<file path="src/rtl/barret_2089_pkg.sv">
// Shared constants and types for the q = 2089 Barrett reducer.
package barret_2089_pkg;

  localparam int unsigned Q     = 2089;
  localparam int unsigned K     = 12;
  localparam int unsigned MU    = 8031;  // floor(2^24 / Q)
  localparam int unsigned IN_W  = 23;
  localparam int unsigned OUT_W = 12;

  typedef logic [OUT_W-1:0] coef_t;
  typedef logic [IN_W-1:0]  wide_t;

endpackage

</file>
<file path="src/rtl/barret_cond_sub.sv">
// Conditional subtract of Q: r_o = (r_i >= Q) ? r_i - Q : r_i, truncated to OW bits.
module barret_cond_sub
  import barret_2089_pkg::*;
#(
  parameter int unsigned OW = 14
) (
  input  logic [13:0]   r_i,
  output logic [OW-1:0] r_o
);

  logic [13:0] diff;

  always_comb begin
    diff = r_i;
    if (r_i >= 14'(Q)) diff = r_i - 14'(Q);
    r_o = OW'(diff);
  end

endmodule

</file>
<file path="src/rtl/barret_for_2089.sv">
// Registered Barrett reducer: dout_r = din_a mod 2089.
// Define BARRET_FOR_2089_PIPE_EN for a 2-stage version (register after the multiplier).
module barret_for_2089
  import barret_2089_pkg::*;
(
  input  logic  clk,
  input  logic  rst,
  input  wide_t din_a,
  output coef_t dout_r
);

  logic [11:0] t;
  logic [11:0] qh;
  logic [11:0] qh_s;
  logic [13:0] x_lo;
  logic [13:0] r0;
  logic [13:0] r1;
  coef_t       dout_d;

  always_comb begin
    t  = din_a[22:11];
    qh = 12'((25'(t) * 25'(MU)) >> 13);
  end

`ifdef BARRET_FOR_2089_PIPE_EN
  // Only the low 14 bits of x matter: r0 is exact modulo 2^14 and known to be < 3Q.
  logic [13:0] x_lo_q;
  logic [11:0] qh_q;

  always_ff @(posedge clk) begin
    if (rst) begin
      x_lo_q <= '0;
      qh_q   <= '0;
    end else begin
      x_lo_q <= din_a[13:0];
      qh_q   <= qh;
    end
  end

  always_comb begin
    x_lo = x_lo_q;
    qh_s = qh_q;
  end
`else
  always_comb begin
    x_lo = din_a[13:0];
    qh_s = qh;
  end
`endif

  always_comb r0 = x_lo - 14'(qh_s) * 14'(Q);

  barret_cond_sub #(.OW(14)) u_sub0 (
    .r_i (r0),
    .r_o (r1)
  );

  barret_cond_sub #(.OW(OUT_W)) u_sub1 (
    .r_i (r1),
    .r_o (dout_d)
  );

  always_ff @(posedge clk) begin
    if (rst) dout_r <= '0;
    else     dout_r <= dout_d;
  end

endmodule

</file>
<file path="config.mk">
export PLATFORM = sky130hd
export DESIGN_NAME = barret_for_2089
export DESIGN_NICKNAME = d
export VERILOG_FILES = /design/src/rtl/barret_2089_pkg.sv /design/src/rtl/barret_cond_sub.sv /design/src/rtl/barret_for_2089.sv
export SDC_FILE = /design/constraint.sdc
export NUM_CORES = 1
export LEC_CHECK = 0
export CAP_MARGIN = 15
export CORE_ASPECT_RATIO = 0.75
export CORE_UTILIZATION = 62
export DETAILED_ROUTE_END_ITERATION = 7
export HOLD_SLACK_MARGIN = 0.08
export PLACE_DENSITY_LB_ADDON = 0.15
export SLEW_MARGIN = 20
export SYNTH_ARGS = -nofsm -noshare
export SYNTH_HDL_FRONTEND = slang
export SYNTH_SLANG_ARGS = --single-unit
</file>
<file path="constraint.sdc">
create_clock -name clk -period 18.37 [get_ports clk]
set_input_delay 3.674 -clock clk [delete_from_list [all_inputs] [get_ports clk]]
set_output_delay 3.674 -clock clk [all_outputs]
set_load 0.01 [all_outputs]
</file>
==> impl_metrics.ini, run 1 <==
[yosys]
netlist_area_sq_um = 6300
syn-num-nets = 936
synthesis.instances = 699
synth_top_area_frac = 0.267
yosysTopAreaCell = fa_1
syn_area_per_cell_sq_um = 9.01
yosysSeqAreaShare = 0.0381
synth_common_cells = inv_1, ha_1, fa_1, nor2_1, a21oi_1
synth_warnings = 0
ys_ff_latch = 12
synth_ff_type = dfxtp_1
post-synth-top-count-cell = inv_1
synth_edf_count = 0
async_flop_share = 0
ys_types = 75
yosys-top-cells-area = fa_1, ha_1, inv_1, dfxtp_1, xnor2_1

[floorplanning]
start_util = 0.645
std_cell_rows = 31
die-area_sq_um = 10600
die_h_microns = 89.3
coreArea_sq_um = 9770
die_width_microns = 118
ioPinCount = 37

[worst_setup_path]
startpoint_type = primary input
startpoint = din_a[20]
cp-end-kind = register
worstSetupPathType = in2reg
endpoint = dout_r[5]$_SDFF_PP0_
cp_max_fo = 13
critical_path.most_common_cell = fa_1
crit_arrival_ps = 15420
slowest_delay_ps = 850
slowest_stage = fa_1
required_ps = 18490

[layout]
drive_gt1_frac = 0.0466
largest_reg_flops = 12
syn_to_final_growth_pct = 8.78
num-nets-final = 968
n_antenna_cell = 0
largest_register = dout_r
top_regs = dout_r x12

[sta]
setup_viol = 0
rsz0062_at_grt = false
fin_tns_setup_ps = 0
fmax_ghz = 0.0653
slew_violations = 0
slew_headroom = 0.502
period_needed_ps = 15310
hold_viol_final = 0
worst_pin_slew_ps = 744
period_share = 0.833

[route]
remaining_drc_errors = 0
antenna_left = 0
via_count = 4807
postRouteWirelength_microns = 13600
dr.pass1.iters = 5
wire_per_inst_microns = 15.8
vias_per_cell = 5.58
drtIter0Drc = 350

[clock_network]
ctsHoldBuffers = 0
cts_max_path_buffers = 2
postCtsSetupBuffers = 0
cts.sinks = 12
ctsHtreeMaxLevel = 1
clk_pin_slew_ps = 40
cts-root-buf = clkbuf_16
cts_buffers = 3
cts_resized = 0
cts_tree = done

[global_route]
grt_max_degree = 21
top_usage_layer = met2
grt_use_met3 = 0.0491
grtUsageTotal = 0.274
antenna_found_initial = 0
grt_pass1_wl_microns = 23200
use_met2 = 0.423
grt_overflow = 0
grt_util_met1 = 0.415
grt_pass1_vias = 4818

[run]
cap_viol_max_count = 0

[min_path]
hold_path_class = in2reg

[place]
numPortBuffers = 36
hpwl_microns = 11900
gp_congestion = 0.916

[status]
outcome = complete, no violations
[critical path, delay by kind of cell]
kind            cells  cell delay [ps]
fa+ha+maj          12             5350
compound gates     12             2740
simple gates        8             1550
xor+xnor            3             1000
buf+inv             4              750
mux                 1              370
[cell type report]
| class | instances | area (sq um) |
|---|---|---|
| repair buffers | 36 | 360 |
| flip-flops and latches | 12 | 240 |
| clock buffers | 3 | 75.1 |
| inverters | 162 | 608 |
| multi-input cells | 516 | 5400 |
| fillers | 784 | 2920 |
| well taps | 132 | 165 |
[layer usage]
layer	vias up	wire length [microns]
met3	8	930
li1	2372	-
met1	2290	7030
met2	137	5620
met5	-	0
met4	0	43
[placed cells by master (no fill, tap or decap), types with 9 or more instances in the layout]
cell	instances
inv_1	162
ha_1	128
fa_1	84
clkdlybuf4s50_1	36
nor2_1	30
a21oi_1	29
xnor2_1	27
nand2_1	25
o21ai_0	17
nand3_1	15
dfxtp_1	12
nor3_1	11
xor2_1	10
nor2b_1	9
[cell families (layout without fill, tap and decap cells)]
group,Yosys count,after routing,synth area share
AO/OA/AOI/OAI,122,122,0.144
XOR/XNOR,42,42,0.0677
adder cells (fa/ha/maj),212,212,0.521
buffers and inverters,171,201,0.104
flip-flops,12,12,0.0381
multiplexers,9,9,0.0153
AND/OR/NAND/NOR,131,131,0.110
[metrics by stage]
stage | worst slack [ps] | cells | instance area, sq um | utilization | hold WS [ps]
2_1_floorplan | 4450 | 699 | 6300 | - | 3980
3_3_place_gp | 3180 | 858 | 6780 | 0.693 | 4410
3_5_place_dp | 3000 | 858 | 6780 | 0.693 | 4410
4_1_cts | 3160 | 861 | 6850 | 0.701 | 4480
5_1_grt | 2440 | 861 | 6850 | 0.701 | 4560
6_report | 3060 | 861 | 6850 | 0.701 | 4510
[how the worst min path moves through the flow]
stage,startpoint,to,cells past startpoint
global placement,dout_r[3]$_SDFF_PP0_,dout_r[3],1
global route,rst,dout_r[1]$_SDFF_PP0_,2
finish,rst,dout_r[11]$_SDFF_PP0_,2
CTS,rst,dout_r[11]$_SDFF_PP0_,2
detailed placement,dout_r[8]$_SDFF_PP0_,dout_r[8],1
floorplan,dout_r[0]$_SDFF_PP0_,dout_r[0],0
Power of run 1 is left out: the tool's default activity adds up to more than one toggle a clock period on the data nets, which glitch-free logic cannot reach.
==> run 2: changes to the inputs <==
- CORE_UTILIZATION: 62 -> 57
- clock period: 18.37 -> 13.5 ns (I/O delays scaled with it)
==> run 2 against run 1 <==
Against the previous run: sequential cell count stayed put; first-iteration DRC count fell by 24%; cell count increased by 4.5%; critical path depth up 6; sequential share of layout area is 0.19 points lower; global-route usage shrank 0.32 points.
==> impl_metrics.ini, run 2 (same netlist as run 1, synthesis figures left out) <==
[clock_network]
ctsHoldBuffers = 0
clk_pin_slew_ps = 40
cts-root-buf = clkbuf_16
cts_tree = done
postCtsSetupBuffers = 0
ctsHtreeMaxLevel = 1
cts_buffers = 3
cts_max_path_buffers = 2
cts.sinks = 12
cts_resized = 0

[layout]
largest_reg_flops = 12
fin_cells = 900
syn_to_final_growth_pct = 14.9
fillers = 843
largest_register = dout_r
regArea_sq_um = 240
final_common_cell = inv_1
layout_common_cells = inv_1, ha_1, fa_1
top_regs = dout_r x12
num-nets-final = 1003
drive_gt1_frac = 0.120
multi_input_area_sq_um = 5520
n_antenna_cell = 0

[worst_setup_path]
slowest_stage = fa_1
required_ps = 13610
cp-end-kind = register
cp_max_fo = 8
slowest_delay_ps = 560
critical_path.most_common_cell = ha_1
crit_arrival_ps = 13090
startpoint_type = primary input
worstSetupPathType = in2reg

[sta]
fmax_ghz = 0.0770
period_needed_ps = 12980
slew_violations = 0
slew_headroom = 0.547
hold_viol_final = 0
worst_pin_slew_ps = 678
setup_viol = 0
period_share = 0.962

[place]
numPortBuffers = 36
hpwl_microns = 12900
placed_cells = 897
gp_congestion = 0.893

[route]
remaining_drc_errors = 0
antenna_left = 0
vias_per_cell = 5.53
drtIter0Drc = 265
dr.pass1.iters = 5
via_count = 4974
wire_per_inst_microns = 16.0
postRouteWirelength_microns = 14400

[floorplanning]
die_width_microns = 123
die-area_sq_um = 11500
start_util = 0.598
coreArea_sq_um = 10500
std_cell_rows = 32
die_h_microns = 93.0
ioPinCount = 37

[global_route]
antenna_found_initial = 0
grt_pass1_vias = 5058
grt_pass1_wl_microns = 24500
grtUsageTotal = 0.271
grt_overflow = 0
grt_max_degree = 21

[run]
cap_viol_max_count = 0

[status]
outcome = complete, no violations

[min_path]
hold_path_class = in2reg
run 2: cell count changes in the layout (fill, tap and decap cells not counted), moves of 3 or more:
cell,before,now
a21oi_1,29,26
a21oi_2,1,4
buf_4,0,35
nor2_1,30,26
nor2_2,0,4
run 2: layout make-up:
| class | count | area share |
|---|---|---|
| Timing Repair Buffer | 71 | 0.0864 |
| Tap cell | 136 | 0.0235 |
| Inverter | 162 | 0.0840 |
| Sequential cell | 12 | 0.0332 |
| Multi-Input combinational cell | 516 | 0.762 |
| Clock buffer | 3 | 0.0104 |
run 2: routing by layer:
layer / share of wire / vias up / GRT usage
met4: 0.0042 / 0 / 0.0171
met5: 0 / - / 0
met1: 0.51 / 2413 / 0.426
met2: 0.42 / 118 / 0.402
met3: 0.067 / 10 / 0.0470
li1: - / 2433 / -
run 2: worst paths after layout:
kind / slack (ps) / endpoint / depth (start not counted) / start
worst max-delay path: 520 / dout_r[8]$_SDFF_PP0_ / 46 / din_a[17]
worst min-delay path: 3500 / dout_r[11]$_SDFF_PP0_ / 2 / rst
run 2: critical path, delay by kind of cell:
| family | cells | cell delay, ps |
|---|---|---|
| AOI/OAI and AO/OA | 13 | 2540 |
| buffers and inverters | 8 | 980 |
| and+or+nand+nor | 10 | 1350 |
| adders and majority gates | 13 | 5040 |
| muxes | 2 | 450 |
run 2: through the flow:
step                hold slack [ps]  area [sq um]  setup TNS (ps)  worst slack [ps]   util
floorplan                      3000          6300               0               550      -
global route                   3580          7240          -0.964            -0.964  0.687
detailed placement             3430          7050            -181             -74.7  0.669
finish                         3500          7240               0               518  0.687
CTS                            3500          7120               0               111  0.676
global placement               3440          7050               0               158  0.669
Power of run 2 is left out for the same reason.
==> run 3: changes to the inputs <==
- PLACE_DENSITY: unset -> 0.82
- PLACE_DENSITY_LB_ADDON: 0.15 -> unset
==> run 3 against run 2 <==
Against the previous run: wire length is 1.9% higher; via count is 2.5% higher; largest cell class unchanged; critical path depth is 5 lower; count of clock-buffer cells in the layout is 1 higher; global-route usage hardly changed; non-clock buffer count stayed put; first-iteration DRC count is 7.5% higher; fmax is 0.68% lower; worst setup slack worse by 89 ps; final area hardly changed; utilization hardly changed.
==> impl_metrics.ini, run 3 (same netlist as run 1, synthesis figures left out) <==
[floorplanning]
coreArea_sq_um = 10500
std_cell_rows = 32
die-area_sq_um = 11500
die_width_microns = 123
start_util = 0.598
die_h_microns = 93.0
ioPinCount = 37

[sta]
hold_viol_final = 0
slew_headroom = 0.553
fmax_ghz = 0.0765
period_needed_ps = 13070
period_share = 0.968
worst_pin_slew_ps = 666
slew_violations = 0
setup_viol = 0

[clock_network]
cts.sinks = 12
ctsHtreeMaxLevel = 1
ctsHoldBuffers = 0
cts_buffers = 3
cts_max_path_buffers = 2
clk_pin_slew_ps = 40
cts-root-buf = clkbuf_16
cts_tree = done

[layout]
num-nets-final = 1003
fillers = 775
final_common_cell = inv_1
largest_register = dout_r
multi_input_area_sq_um = 5500
post-route-util = 0.687
n_antenna_cell = 0
drive_gt1_frac = 0.118
largest_reg_flops = 12
syn_to_final_growth_pct = 14.8
regArea_sq_um = 240
layout_common_cells = inv_1, ha_1, fa_1
top_regs = dout_r x12

[place]
numPortBuffers = 36
hpwl_microns = 13000
gp_congestion = 0.961

[run]
cap_viol_max_count = 0

[worst_setup_path]
startpoint_type = primary input
slowest_stage = fa_1
crit_arrival_ps = 13190
cp-end-kind = register
critical_path.most_common_cell = fa_1
required_ps = 13620
slowest_delay_ps = 550
cp_max_fo = 6
worstSetupPathType = in2reg

[route]
postRouteWirelength_microns = 14700
vias_per_cell = 5.66
drtIter0Drc = 285
antenna_left = 0
remaining_drc_errors = 0
dr.pass1.iters = 5
via_count = 5099
wire_per_inst_microns = 16.3

[global_route]
grt_pass1_vias = 5327
grtUsageTotal = 0.271
antenna_found_initial = 0
grt_max_degree = 21
grt_overflow = 0
grt_pass1_wl_microns = 24500

[status]
outcome = complete, no violations

[min_path]
hold_path_class = in2reg
run 3: cell count changes in the layout (fill, tap and decap cells not counted), sizes merged:
| cell | delta |
|---|---|
| clkbuf | +1 |
run 3: layer usage:
metal  GRT usage  part of all wire
met5           0                 0
met4      0.0492             0.015
met3      0.0415             0.064
met2       0.452              0.47
met1       0.375              0.45
run 3: repair_timing:
action / 4_1_cts / 5_1_grt
resized for setup: 0 / 27
endpoints found under the setup margin: 0 / 12
setup buffers: 0 / 3
run 3: worst max-delay path: cells and delay by family:
family / cells / cell delay, ps
AO/OA/AOI/OAI: 13 / 2770
XOR/XNOR: 2 / 420
multiplexers: 1 / 360
buffers and inverters: 6 / 710
AND/OR/NAND/NOR: 8 / 1520
adder cells (fa/ha/maj): 11 / 4710
run 3: cell type report:
class	instances	share of cell area
well taps	136	0.0235
repair buffers	71	0.0865
inverters	162	0.0841
flip-flops and latches	12	0.0332
clock buffers	4	0.0123
multi-input cells	516	0.760
run 3: worst paths after layout:
check | slack, ps | startpoint | cells after the start | endpoint
worst max-delay path | 430 | din_a[17] | 41 | dout_r[2]$_SDFF_PP0_
worst min-delay path | 3470 | rst | 2 | dout_r[11]$_SDFF_PP0_
run 3: through the flow:
step | area [sq um] | TNS [ps] | worst slack [ps] | hold WS [ps] | instances
detailed placement | 7020 | -496 | -165 | 3440 | 894
global placement | 7020 | -4.32 | -4.32 | 3450 | 894
floorplan | 6300 | 0 | 550 | 3000 | 699
CTS | 7110 | 0 | 16.5 | 3480 | 898
finish | 7230 | 0 | 428 | 3470 | 901
global route | 7230 | -176 | -48.5 | 3540 | 901
Power of run 3 is left out for the same reason.
